`src/rtl/maze_pkg.sv`:
```
// Shared maze definitions: move encoding, grid size, frame state encoding.
package maze_pkg;

   localparam int GRID = 17;

   localparam logic [1:0] DIR_RIGHT = 2'd0;
   localparam logic [1:0] DIR_DOWN  = 2'd1;
   localparam logic [1:0] DIR_LEFT  = 2'd2;
   localparam logic [1:0] DIR_UP    = 2'd3;

   typedef enum logic [1:0] {
      IDLE = 2'd0,
      RUN  = 2'd1,
      DONE = 2'd2
   } state_t;

endpackage

```
`src/rtl/maze_rle_fifo.sv`:
```
// Token FIFO: register array, wrapping pointers, occupancy counter.
// A push on a full FIFO is accepted only when a pop happens in the same cycle.
module maze_rle_fifo #(
   parameter int WIDTH = 7,
   parameter int DEPTH = 8
) (
   input  logic             clk,
   input  logic             rst_n,
   input  logic             push,
   input  logic [WIDTH-1:0] wdata,
   input  logic             pop,
   output logic [WIDTH-1:0] rdata,
   output logic             full,
   output logic             empty
);

   localparam int AW = $clog2(DEPTH);
   localparam logic [AW:0] CNT_FULL = (AW+1)'(DEPTH);

   logic [WIDTH-1:0] mem [DEPTH];
   logic [AW-1:0]    wr_ptr;
   logic [AW-1:0]    rd_ptr;
   logic [AW:0]      count;
   logic             wr_en;
   logic             rd_en;

   assign full  = (count == CNT_FULL);
   assign empty = (count == '0);
   assign wr_en = push && (!full || pop);
   assign rd_en = pop && !empty;
   assign rdata = mem[rd_ptr];

   // Storage, pointers and occupancy update.
   always_ff @(posedge clk or negedge rst_n) begin
      if (!rst_n) begin
         for (int i = 0; i < DEPTH; i++) mem[i] <= '0;
         wr_ptr <= '0;
         rd_ptr <= '0;
         count  <= '0;
      end else begin
         if (wr_en) begin
            mem[wr_ptr] <= wdata;
            wr_ptr      <= wr_ptr + AW'(1);
         end
         if (rd_en) rd_ptr <= rd_ptr + AW'(1);
         case ({wr_en, rd_en})
            2'b10:   count <= count + (AW+1)'(1);
            2'b01:   count <= count - (AW+1)'(1);
            default: count <= count;
         endcase
      end
   end

endmodule

```
`src/rtl/maze_path_rle.sv`:
```
// Maze move stream post-processor: run-length encodes moves into a token FIFO,
// tracks walker position from (1,1), and summarises each frame.
//
// state | meaning
// IDLE  | no frame in progress
// RUN   | frame in progress, one move per cycle
// DONE  | frame just closed; frame_done pulses, summary registers valid
module maze_path_rle #(
   parameter int GRID       = maze_pkg::GRID,
   parameter int FIFO_DEPTH = 8,
   parameter int LEN_W      = 5,
   parameter int STEP_W     = 10
) (
   input  logic              clk,
   input  logic              rst_n,
   input  logic              in_valid,
   input  logic [1:0]        in_dir,
   output logic              rle_valid,
   input  logic              rle_ready,
   output logic [1:0]        rle_dir,
   output logic [LEN_W-1:0]  rle_len,
   output logic              frame_done,
   output logic [STEP_W-1:0] frame_steps,
   output logic              frame_ok,
   output logic              bad_move,
   output logic              overflow
);
   import maze_pkg::*;

   localparam int POS_W = $clog2(GRID + 2);
   localparam int TOK_W = 2 + LEN_W;
   localparam logic [POS_W-1:0]  POS_ONE  = POS_W'(1);
   localparam logic [POS_W-1:0]  POS_MAX  = POS_W'(GRID);
   localparam logic [LEN_W-1:0]  RUN_MAX  = '1;
   localparam logic [STEP_W-1:0] STEP_SAT = '1;

   state_t            state, state_nxt;
   logic [1:0]        cur_dir;
   logic [LEN_W-1:0]  run_len;
   logic [POS_W-1:0]  row, col;
   logic [POS_W-1:0]  base_row, base_col, next_row, next_col;
   logic [STEP_W-1:0] steps;
   logic              frame_start, mid_move, frame_end;
   logic              move_bad, push, pop, full, empty, drop;
   logic [TOK_W-1:0]  head_tok;

   // Frame state register.
   always_ff @(posedge clk or negedge rst_n) begin
      if (!rst_n) state <= IDLE;
      else        state <= state_nxt;
   end

   // Next state and per-cycle frame events.
   always_comb begin
      state_nxt   = state;
      frame_start = 1'b0;
      mid_move    = 1'b0;
      frame_end   = 1'b0;
      case (state)
         IDLE: if (in_valid) begin
            state_nxt   = RUN;
            frame_start = 1'b1;
         end
         RUN: if (in_valid) begin
            mid_move  = 1'b1;
         end else begin
            state_nxt = DONE;
            frame_end = 1'b1;
         end
         DONE: begin
            state_nxt   = in_valid ? RUN : IDLE;
            frame_start = in_valid;
         end
         default: state_nxt = IDLE;
      endcase
   end

   assign frame_done = (state == DONE);

   // Candidate position for this move; a new frame starts from (1,1).
   always_comb begin
      base_row = frame_start ? POS_ONE : row;
      base_col = frame_start ? POS_ONE : col;
      next_row = base_row;
      next_col = base_col;
      move_bad = 1'b0;
      case (in_dir)
         DIR_RIGHT: if (base_col == POS_MAX) move_bad = 1'b1; else next_col = base_col + POS_ONE;
         DIR_DOWN:  if (base_row == POS_MAX) move_bad = 1'b1; else next_row = base_row + POS_ONE;
         DIR_LEFT:  if (base_col == POS_ONE) move_bad = 1'b1; else next_col = base_col - POS_ONE;
         default:   if (base_row == POS_ONE) move_bad = 1'b1; else next_row = base_row - POS_ONE;
      endcase
   end

   // A run closes on a direction change, on reaching the maximum length, or at frame end.
   assign push = frame_end || (mid_move && ((in_dir != cur_dir) || (run_len == RUN_MAX)));
   assign pop  = rle_valid && rle_ready;
   assign drop = push && full && !pop;

   // Run encoder, position tracker, step counter and frame summary.
   always_ff @(posedge clk or negedge rst_n) begin
      if (!rst_n) begin
         cur_dir     <= DIR_RIGHT;
         run_len     <= '0;
         row         <= POS_ONE;
         col         <= POS_ONE;
         steps       <= '0;
         frame_steps <= '0;
         frame_ok    <= 1'b0;
         bad_move    <= 1'b0;
         overflow    <= 1'b0;
      end else if (frame_start) begin
         cur_dir  <= in_dir;
         run_len  <= LEN_W'(1);
         steps    <= STEP_W'(1);
         row      <= next_row;
         col      <= next_col;
         bad_move <= move_bad;
         overflow <= 1'b0;
      end else if (mid_move) begin
         if (push) begin
            cur_dir <= in_dir;
            run_len <= LEN_W'(1);
         end else begin
            run_len <= run_len + LEN_W'(1);
         end
         if (steps != STEP_SAT) steps <= steps + STEP_W'(1);
         row      <= next_row;
         col      <= next_col;
         bad_move <= bad_move | move_bad;
         if (drop) overflow <= 1'b1;
      end else if (frame_end) begin
         frame_steps <= steps;
         frame_ok    <= (row == POS_MAX) && (col == POS_MAX) && !bad_move;
         if (drop) overflow <= 1'b1;
      end
   end

   maze_rle_fifo #(
      .WIDTH (TOK_W),
      .DEPTH (FIFO_DEPTH)
   ) u_fifo (
      .clk   (clk),
      .rst_n (rst_n),
      .push  (push),
      .wdata ({cur_dir, run_len}),
      .pop   (pop),
      .rdata (head_tok),
      .full  (full),
      .empty (empty)
   );

   assign rle_valid = !empty;
   assign rle_dir   = head_tok[TOK_W-1 -: 2];
   assign rle_len   = head_tok[LEN_W-1:0];

endmodule

```
`config.mk`:
```
export PLATFORM = sky130hd
export DESIGN_NAME = maze_path_rle
export DESIGN_NICKNAME = d
export VERILOG_FILES = /design/src/rtl/maze_pkg.sv /design/src/rtl/maze_rle_fifo.sv /design/src/rtl/maze_path_rle.sv
export SDC_FILE = /design/constraint.sdc
export NUM_CORES = 1
export LEC_CHECK = 0
export CAP_MARGIN = 20
export CELL_PAD_IN_SITES_DETAIL_PLACEMENT = 1
export CELL_PAD_IN_SITES_GLOBAL_PLACEMENT = 2
export CORE_MARGIN = 1.5
export CORE_UTILIZATION = 45
export DETAILED_ROUTE_END_ITERATION = 16
export PLACE_DENSITY = 0.89
export SETUP_SLACK_MARGIN = 0.1
export SLEW_MARGIN = 15
export SYNTH_ARGS = -nofsm -noshare
export SYNTH_HDL_FRONTEND = slang
export SYNTH_SLANG_ARGS = --single-unit
```
`constraint.sdc`:
```
create_clock -name clk -period 4.95 [get_ports clk]
set_input_delay 1.2375 -clock clk [delete_from_list [all_inputs] [get_ports clk]]
set_output_delay 1.2375 -clock clk [all_outputs]
set_load 0.05 [all_outputs]
```
Word-level counts from Yosys, hierarchy flattened
Cells that the tools add are included.

cells by class
  $lt $le $gt $ge = 3
  eq/ne operators = 18
  reduce and logical (&&, ||, !) cells = 29
  bitwise operators = 5
  multiply operators = 0
  shift-type cells = 0
  add/sub/neg operators = 10
  div/mod/pow operators = 0
  muxes and demuxes = 48

operators with widths
  cell                                                                   number
  5-bit 2-to-1 mux                                                       13
  56-bit bitwise mux                                                     1
  10-bit 2-to-1 mux                                                      3
  5-bit equality test, second input constant                             5
  7-bit binary-select mux with 3-bit select                              1
  7-bit demux with 3-bit select                                          1
  7-bit 2-to-1 mux                                                       3
  5-bit case mux with 2 select lines                                     2
  5-bit by 1-bit adder with 5-bit output, second input constant          3
  1-bit 2-to-1 mux                                                       15
  10-bit by 1-bit adder with 10-bit output, second input constant        1
  5-bit by 1-bit equality test with 1-bit output, second input constant  2
  2-bit 2-to-1 mux                                                       5
  10-bit inequality test, second input constant                          1
  5-bit by 1-bit subtractor with 5-bit output, second input constant     2
  1-bit logical AND                                                      9
  4-bit >= comparator, second input constant                             2
  3-bit inverter with 4-bit output                                       2
  4-bit case mux with 2 select lines                                     1
  2-bit nonzero test                                                     4
  3-bit by 1-bit adder with 3-bit output, second input constant          2
  2-bit by 1-bit equality test with 1-bit output, second input constant  3
  2-bit equality test, second input constant                             3
  2-bit case mux with 3 select lines                                     1
  other kinds (18)                                                       28

storage, ports and cells
  input port bits = 6
  register bits after elaboration = 108
  bits in latches = 0
  memory bits (writable) = 0
  word-level logic and storage cells = 134
  memory bits (read-only) = 0
  memories = 0

Depth between registers and ports, before layout
Gate-level depths: netlist of run 1.

  depth in word-level cells = 10
  gate-level depth with buffers = 13
  mapped depth without buffers = 12

By module
Synthesis of run 1 repeated with hierarchy kept, for this count alone.

unflattened totals
  cell total of the unflattened synthesis = 477
  area total of the unflattened synthesis = 5791.8 sq um

modules (own cells, without submodules)
  module         sequential area each (sq um)  area an instance (sq um)  cells an instance  times used
  maze_rle_fifo  1651.6                        3261.9                    209                1
  maze_path_rle  1053.5                        2529.9                    268                1

Worst setup path before layout of run 1
No wires, ideal clock.

  path type = input to register
  start = input in_dir[1]
  end = register u_fifo.count[2]
  data arrival time = 3.316 ns
  cell stages on the path = 12
  setup slack = 1.509 ns
  buffers on the path = 2
  path through = buf_6 xor2_2 or4b_1 buf_4 nand4b_2 ha_1 xor2_1 ha_1 a21oi_1 xor2_1 nor2_1 xor2_1

on the way
  longest elaborated chain between the ends = 7
  elaborated cells on any way between the ends = 9
  those cells by class = eq/ne: 3; mux: 1; reduce/logical: 5

RTL lines
  item                                                                                          line                 RTL
  start: declaration                                                                            maze_path_rle.sv:17  input logic [1:0] in_dir,
  2-bit inequality test *                                                                       maze_path_rle.sv:96  assign push = frame_end || (mid_move && ((in_dir != cur_dir) || (run_len == RUN_MAX)));
  1-bit logical OR *                                                                            maze_path_rle.sv:96
  1-bit logical AND *                                                                           maze_path_rle.sv:96
  1-bit logical OR *                                                                            maze_path_rle.sv:96
  1-bit logical AND *                                                                           maze_rle_fifo.sv:29  assign wr_en = push && (!full || pop);
  2-bit by 1-bit equality test with 1-bit output / 2-bit equality test (equally long branches)  maze_rle_fifo.sv:46  case ({wr_en, rd_en})
  4-bit case mux with 2 select lines / 2-bit nonzero test (equally long branches)               --
  end signal: assignment                                                                        maze_rle_fifo.sv:47  2'b10: count <= count + (AW+1)'(1);
  end signal: assignment                                                                        maze_rle_fifo.sv:48  2'b01: count <= count - (AW+1)'(1);
  end signal: assignment                                                                        maze_rle_fifo.sv:49  default: count <= count;
  end: declaration                                                                              maze_rle_fifo.sv:23  logic [AW:0] count;

Every way passes the cells marked *; elsewhere a longest branch is shown, timed or not.
A chain may end at the register's enable or synchronous reset.

Worst setup path after layout of run 1
Same ends and word-level chain as after synthesis.

==> results.ini, run 1 <==
[clocking]
cts_resized = 0
cts_buffer_depth = 2
clk_latency_ps = 350
h-tree-depth = 3
cts_tree = yes
cts_setup_buffers = 0
clk_pin_slew_ps = 70
cts.sinks = 108
clock-root-buffer = clkbuf_16
ctsHoldBuffers = 0
numCtsBuffers = 9

[setup_path]
arrival_ps = 4080
critPathBufInv = 1
critical_path_required_ps = 5190
cp_cell_sequence = clkdlybuf4s50_1, xor2_2, or4b_1, nand4b_2, ha_1, xor2_1, ha_1, a21oi_1, xor2_1, nor2_1, xor2_1
cpMostUsedCell = xor2_1
crit_path_start = in_dir[1]
crit_path_start_kind = input port
criticalPathCategory = input port to register
worstSetupEndpointType = register
rr_startpoint = run_len[0]
path_max_fanout = 6
cp_slowest_cell = or4b_1
slowest_delay_ps = 780
cpLargestDelayFamily = simple AND/OR/NAND/NOR gates

[placement]
placed_cell_area_mm2 = 0.00610
gp_congestion = 0.780
place_ws_ps = 748
hpwl_um = 8830
io_buffers = 27

[global_routing]
overflow = 0
grt_pass1_vias = 4324
grt_pass1_wl_um = 22300
track_usage_pct = 22.0
grt_max_degree = 81
antenna_found_initial = 0

[power_and_ir_drop]
p_leak_nw = 2.81
vdd_drop_max_uv = 228
p_per_area_mw_per_mm2 = 508

[synth]
synth.net_count = 500
syn_inst = 480
ys.flop_type = dfrtp_1
synth.distinct_cells = 65
netlist_area_mm2 = 0.00569
synth_edf_count = 0
synth.most_common_cell = dfrtp_1
syn_area_per_cell_um2 = 11.8
yosysSeqAreaShare_pct = 47.6
synthTopCellsByArea = dfrtp_1, mux2_2, mux4_2
synth_common_cells = dfrtp_1, mux2_2, nand2_1
ys_seq_elements = 108
ys_warn_count = 0
yosysTopAreaCellShare_pct = 46.7
async_reset_ff_share_pct = 100
yosys.area.top_type = dfrtp_1

[timing]
rsz0062_at_grt = false
relSlewSlack_pct = 31.0
finClkSkew_ps = 4.96
post-route-period-util_pct = 77.6
tns_ps = 0
tightest_slew_ps = 1030
finalHoldViolCount = 0
layout_setup_ws_ps = 1110
fmax_mhz = 260
slew_viol_final = 0
setup_violations = 0
fin_crit_ps = 3840

[final_layout]
diodes = 0
seqCellArea_mm2 = 0.00271
syn2layout_area_growth_pct = 13.7
multiInputGateArea_mm2 = 0.00281
finalNetCount = 518
drive_above_1_share_pct = 25.2
fill_cells = 1253
design_area_mm2 = 0.00647

[die]
initial_core_util_pct = 46.7
die_x_um = 115
io_pins = 28
core_mm2 = 0.0122
row_count = 40
dieArea_mm2 = 0.0133
die_y_um = 115

[worst_hold_path]
hp-start = u_fifo.mem[11]
hold_path.class = register to register

[status]
status = finished, final reports clean

[detailed_routing]
wl_per_cell_um = 19.5
drt_iter0_markers = 132
post_drt_via_cell_ratio = 5.70
dr.pass1.iters = 4
drcViolationCount = 0
vias = 3828
drtAntennaViolNets = 0
wl_um = 13100

[flow_run]
cap_viol_max_count = 0

[path summary, 6_finish.rpt]
check                           cells past startpoint              end  slack, ps
worst max-delay path                               11  u_fifo.count[2]       1110
worst min-delay path                                2   u_fifo.mem[11]        500
worst max register to register                     12  u_fifo.count[2]       1410
worst min register to register                      2   u_fifo.mem[11]        500
max in group asynchronous                           3   u_fifo.mem[19]       3060
min in group asynchronous                           1  u_fifo.count[3]        850
[registers in the layout (all words and copies together) (netlist names)]
register and flops:
cur_dir 2, run_len 5, row 5, col 5, frame_ok 1, overflow 1
bad_move 1, steps 10, u_fifo.count 4, u_fifo.mem 56, frame_steps 10, u_fifo.wr_ptr 3
u_fifo.rd_ptr 3, state 2
[per-stage QoR]
step / hold WS (ps) / power (mW) / std cells / util (%)
global route: 518 / 3.47 / 671 / 53.2
global placement: 461 / 2.40 / 654 / 50.1
finish: 495 / 3.29 / 671 / 53.2
floorplan: 445 / 2.14 / 480 / -
detailed placement: 472 / 2.47 / 654 / 50.1
CTS: 499 / 3.32 / 670 / 53.0
[kinds of logic (layout without fill, tap and decap cells)]
| logic type | count (synthesis) | count (layout) | share of synthesized area [%] |
|---|---|---|---|
| simple gates | 137 | 137 | 14.7 |
| flops | 108 | 108 | 47.6 |
| mux | 88 | 88 | 20.1 |
| compound gates | 70 | 70 | 8.12 |
| buf+inv | 42 | 65 | 3.08 |
| xor+xnor | 21 | 21 | 3.37 |
| fa+ha+maj | 14 | 14 | 3.08 |
[worst register-to-register path, delay by kind of cell, from the launching register on]
| family | cells | cell delay [ps] |
|---|---|---|
| AND/OR/NAND/NOR | 4 | 1340 |
| adder cells (fa/ha/maj) | 4 | 1020 |
| flip-flops | 1 | 530 |
| XOR/XNOR | 3 | 420 |
| AO/OA/AOI/OAI | 1 | 140 |
[cell type report]
cell class | instances | area share (%)
timing repair buffer | 35 | 5.26
inverter | 14 | 0.813
clock inverter | 7 | 1.90
sequential | 108 | 41.8
multi-input combinational | 330 | 43.5
tap | 168 | 3.25
clock buffer | 9 | 3.48
[layout by cell type, fill, tap and decap left out, types with 4 or more instances in the layout]
cell             count
o21ai_0             24
mux4_2              14
mux2i_1              4
nor3b_1              4
inv_1               14
clkdlybuf4s50_1     26
nor2_1              22
nand2b_1             4
xnor2_1              8
nand3_1             16
o211ai_1             4
a31oi_1              4
buf_4                8
nand2_1             32
clkbuf_16            9
mux2_2              68
xor2_1              12
and3_1               9
a21oi_1              8
nand2_2              4
ha_1                14
dfrtp_1            106
nor2b_1              6
nor3_1              10
o221ai_1             4
[routing by layer]
| layer | part of all wire (%) | global-route usage [%] | vias to the layer above | wire length (um) |
|---|---|---|---|---|
| li1 | - | - | 1782 | - |
| met1 | 44 | 26.3 | 2001 | 5700 |
| met2 | 53 | 40.1 | 32 | 6950 |
| met3 | 2.2 | 4.69 | 13 | 287 |
| met4 | 1.2 | 5.43 | 0 | 157 |
| met5 | 0 | 0 | - | 0 |
[report_power, final]
part	internal, mW	switching [mW]
Sequential	1.10	0.233
Combinational	0.540	0.582
Clock	0.497	0.338
Note: power is estimated with default switching activity, not from simulation.
==> inputs of run 2 (changes only) <==
Settings changed: CORE_UTILIZATION 45 to 38, PLACE_DENSITY 0.89 to 0.81.
Clock period 4.95 ns to 3.2 ns, I/O delays scaled along.
==> run 2 against run 1 <==
Net effect: utilization fell by 8.0 points; count of clock-buffer cells in the layout is 2 higher; non-clock buffer count increased by 19.
==> results.ini, run 2 (synthesis results as in run 1) <==
[power_and_ir_drop]
p_per_area_mw_per_mm2 = 756
p_leak_nw = 2.91
vdd_drop_max_uv = 301

[clocking]
cts_tree = yes
cts.sinks = 108
h-tree-depth = 3
clk_latency_ps = 350
cts_setup_buffers = 0
cts_buffer_depth = 2
numCtsBuffers = 9
clock-root-buffer = clkbuf_16
clk_pin_slew_ps = 70

[final_layout]
reg_top3 = u_fifo.mem (56), frame_steps (10), steps (10)
diodes = 0
top_register = u_fifo.mem
finalNetCount = 537
largest_register_ffs = 56
layout_commonest_cell = dfrtp_1
drive_above_1_share_pct = 29.7
final_cell_mix = dfrtp_1, mux2_2, buf_4, nand2_1, o21ai_0
final_core_util_pct = 45.2
syn2layout_area_growth_pct = 15.9

[global_routing]
antenna_found_initial = 0
overflow = 0
track_usage_pct = 18.7
grt_pass1_vias = 4392
grt_pass1_wl_um = 23100
grt_max_degree = 62

[timing]
relSlewSlack_pct = 44.0
setup_violations = 0
finalHoldViolCount = 0
fmax_mhz = 339
fin_crit_ps = 2950
slew_viol_final = 0
post-route-period-util_pct = 92.3
tightest_slew_ps = 840
rsz0062_at_grt = false
finClkSkew_ps = 7.48
layout_setup_ws_ps = 248

[worst_hold_path]
hold_path_depth = 2
hold_path.class = register to register

[setup_path]
path_max_fanout = 8
worstSetupEndpointType = output port
reg2reg_depth = 12
arrival_ps = 2150
crit_path_start_kind = register
criticalPathCategory = register to output port
critical_path_required_ps = 2400

[flow_run]
cap_viol_max_count = 0

[detailed_routing]
wl_per_cell_um = 19.2
drt_iter0_markers = 107
post_drt_via_cell_ratio = 5.58
dr.pass1.iters = 4
vias = 3940
drtAntennaViolNets = 0
wl_um = 13600
drcViolationCount = 0

[die]
die_y_um = 125
dieArea_mm2 = 0.0157
core_mm2 = 0.0146
die_x_um = 125
initial_core_util_pct = 39.0
io_pins = 28
row_count = 44

[placement]
hpwl_um = 9400
io_buffers = 27
place_ws_ps = -214
gp_congestion = 0.797

[status]
status = finished, final reports clean

-- run 2: changes by cell type in the layout (fill, tap and decap cells not counted), moves of 2 or more --
| cell | delta |
|---|---|
| buf_4 | +26 |
| clkdlybuf4s50_1 | -8 |
| bufinv_16 | -2 |
| clkbuf_8 | +2 |
-- run 2: metrics by stage --
step           hold slack [ps]  instances  setup TNS, ps  total power [mW]  area [um2]
6_report                   492        706              0              4.98        6590
5_1_grt                    515        706              0              5.29        6590
4_1_cts                    492        706              0              5.06        6580
3_5_place_dp               475        690           -465              3.86        6260
3_3_place_gp               459        690           -148              3.76        6260
2_1_floorplan              445        480              0              3.32        5690
-- run 2: final cells by class --
class                      count  area, um2
clock buffer                  11        253
clock inverter                 5       60.1
fill                        1534       8000
inverter                      14       52.6
multi-input combinational    330       2820
sequential                   108       2710
tap                          184        230
timing repair buffer          54        468
-- run 2: power by group --
group          leakage (nW)  internal (mW)  switching [mW]
logic                  1.37          0.857           0.925
clock network         0.152          0.651           0.513
registers              1.39           1.69           0.342
-- run 2: worst max-delay path: stages (launching register included) --
cell	delay [ps]
dfrtp_1	470
or4_1	600
clkdlybuf4s50_1	730
-- run 2: path summary, 6_finish.rpt --
kind                            startpoint               to  slack [ps]
max                        u_fifo.count[1]        rle_valid         250
min                          u_fifo.mem[4]    u_fifo.mem[4]         490
max reg2reg                     run_len[0]  u_fifo.count[2]         330
min reg2reg                  u_fifo.mem[4]    u_fifo.mem[4]         490
max in group asynchronous            rst_n           col[0]        1850
min in group asynchronous            rst_n   u_fifo.mem[24]         560
-- run 2: metal layers --
metal / vias to the layer above / share of wire [%] / GRT usage, %
met1: 2075 / 45 / 23.4
met4: 0 / 0.74 / 4.01
met5: - / 0 / 0
met2: 36 / 52 / 33.1
li1: 1822 / - / -
met3: 7 / 2.5 / 4.15
-- run 2: repair_timing --
item                                    in CTS  in global routing
hold buffers                                 0                  0
endpoints found under the setup margin       0                  2
resized for setup                            0                  3
==> inputs of run 3 (changes only) <==
Settings changed: ABC_AREA from default to 1, CORE_UTILIZATION 38 to 33, PLACE_DENSITY 0.81 to 0.8.
==> run 3 against run 2 <==
Net effect: hold slack got worse by 120 ps; sequential cell count did not move; synthesized cell count rose by 49%; cell count rose by 38%; highest routed layer unchanged; die area rose by 14%; count of clock-buffer cells in the layout fell by 1; synthesized area fell by 0.95%; setup slack improved by 140 ps; largest power group is now combinational cells.
==> results.ini, run 3 <==
[global_routing]
antenna_found_initial = 0
grt_pass1_vias = 5274
track_usage_pct = 19.0
grt_max_degree = 80
grt_pass1_wl_um = 27000
overflow = 0

[setup_path]
cpMostUsedCell = nand2_1
cp_cell_sequence = inv_1, buf_4, nor2_1, o32ai_1, nand2_1, nand2_1, buf_12
worstSetupEndpointType = output port
slowest_delay_ps = 540
criticalPathCategory = register to output port
arrival_ps = 2010
path_max_fanout = 16
cp_slowest_cell = dfrtp_2
critical_path_required_ps = 2400
crit_path_start_kind = register

[timing]
tns_ps = 0
fin_hold_ws_ps = 376
finClkSkew_ps = 8.05
fmax_mhz = 356
setup_violations = 0
tightest_slew_ps = 658
fin_crit_ps = 2810
relSlewSlack_pct = 55.8
layout_setup_ws_ps = 388
rsz0062_at_grt = false
post-route-period-util_pct = 87.9
slew_viol_final = 0
finalHoldViolCount = 0

[die]
row_count = 47
initial_core_util_pct = 33.8
die_x_um = 134
core_mm2 = 0.0166
dieArea_mm2 = 0.0179
die_y_um = 134
io_pins = 28

[final_layout]
diodes = 0
largest_register_ffs = 56
design_area_mm2 = 0.00664
seqCellArea_mm2 = 0.00271
final_cell_mix = nand2_1, dfrtp_1, o21ai_0, nor2_1, inv_1
syn2layout_area_growth_pct = 17.9
top_register = u_fifo.mem
fill_cells = 2019
layout_commonest_cell = nand2_1
multiInputGateArea_mm2 = 0.00256
final_core_util_pct = 39.9
reg_top3 = u_fifo.mem (56), frame_steps (10), steps (10)
stdcell_count = 974
drive_above_1_share_pct = 8.36
finalNetCount = 769

[power_and_ir_drop]
switching_share_pct = 41.8
p_per_area_mw_per_mm2 = 896
pwr-share-comb_pct = 44.1
seq_power_share_pct = 35.1
clockPowerShare_pct = 20.8
power.net_switching_mw = 2.49
p_int_mw = 3.47
vdd_drop_max_uv = 553
p_leak_nw = 3.10
power_mw = 5.95

[synth]
synth_edf_count = 0
syn_inst = 714
synth.most_common_cell = nand2_1
syn_area_per_cell_um2 = 7.89
synth.net_count = 734
ys.flop_type = dfrtp_1
yosys.area.top_type = dfrtp_1
yosysTopAreaCellShare_pct = 47.1
yosysSeqAreaShare_pct = 48.0
synthTopCellsByArea = dfrtp_1, nand2_1, o21ai_0
synth.distinct_cells = 34
ys_seq_elements = 108
ys_warn_count = 0
async_reset_ff_share_pct = 100
netlist_area_mm2 = 0.00563
synth_common_cells = nand2_1, dfrtp_1, o21ai_0

[clocking]
cts.sinks = 108
h-tree-depth = 3
clock-root-buffer = clkbuf_16
cts_setup_buffers = 0
clk_pin_slew_ps = 70
cts_buffer_depth = 2
cts_tree = yes
numCtsBuffers = 9
clk_latency_ps = 360

[detailed_routing]
dr.pass1.iters = 4
vias = 4968
highest_layer = met4
drcViolationCount = 0
drtAntennaViolNets = 0
drt-met1-wl_um = 7330
routed-wl-met2_um = 8000
drt_iter0_markers = 219
post_drt_via_cell_ratio = 5.10
wl_met3_um = 365
wl_per_cell_um = 16.3
wl_um = 15900

[worst_hold_path]
hold_path.class = input port to async pin

[placement]
placed_cell_area_mm2 = 0.00632
gp_congestion = 0.830
io_buffers = 27
dp.cells = 958
hpwl_um = 11100
place_ws_ps = 76.4

[flow_run]
cap_viol_max_count = 0

[status]
status = finished, final reports clean

[run 3: area by class of cell]
cell class	instances	area share (%)
well taps	220	4.15
clock buffers	10	3.45
multi-input cells	516	38.5
clock inverters	6	1.41
flip-flops and latches	108	40.8
repair buffers	51	8.18
inverters	63	3.56
[run 3: repair_timing]
| item | 4_1_cts | 5_1_grt |
|---|---|---|
| endpoints found under the setup margin | 0 | 2 |
| gates resized for setup | 0 | 1 |
| hold buffers | 0 | 0 |
[run 3: worst max-delay path, delay by kind of cell, from the launching register on]
family	cells	cell delay (ps)
buffers and inverters	3	510
AND/OR/NAND/NOR	3	320
flip-flops	1	540
AO/OA/AOI/OAI	1	290
[run 3: worst paths after layout]
| check | from | endpoint | slack [ps] | depth (start not counted) |
|---|---|---|---|---|
| worst max register to register | run_len[0] | u_fifo.count[2] | 490 | 17 |
| worst max-delay path | u_fifo.rd_ptr[0] | rle_len[4] | 390 | 7 |
| worst min-delay path | rst_n | u_fifo.mem[50] | 380 | 1 |
| max in group asynchronous | rst_n | col[0] | 2020 | 2 |
| min in group clk | u_fifo.mem[39] | u_fifo.mem[39] | 480 | 2 |
| worst min register to register | u_fifo.mem[39] | u_fifo.mem[39] | 480 | 2 |
[run 3: logic make-up after synthesis]
| logic type | synth area share (%) |
|---|---|
| buffers and inverters | 6.58 |
| adder cells (fa/ha/maj) | 3.11 |
| flip-flops | 48.0 |
| XOR/XNOR | 2.18 |
| AO/OA/AOI/OAI | 14.2 |
| AND/OR/NAND/NOR | 25.9 |
[run 3: per-layer routing]
layer | vias to the layer above | GRT usage [%]
met1 | 2471 | 23.9
li1 | 2427 | -
met3 | 15 | 3.50
met5 | - | 0
met2 | 55 | 33.5
met4 | 0 | 5.25
[run 3: power by group through the flow]
stage | registers (mW) | clock network [mW] | logic (mW)
CTS | 2.09 | 1.28 | 2.66
floorplan | 2.05 | 0 | 1.65
global placement | 2.09 | 0 | 2.55
detailed placement | 2.12 | 0 | 2.64
global route | 2.15 | 1.33 | 2.92
finish | 2.09 | 1.24 | 2.62
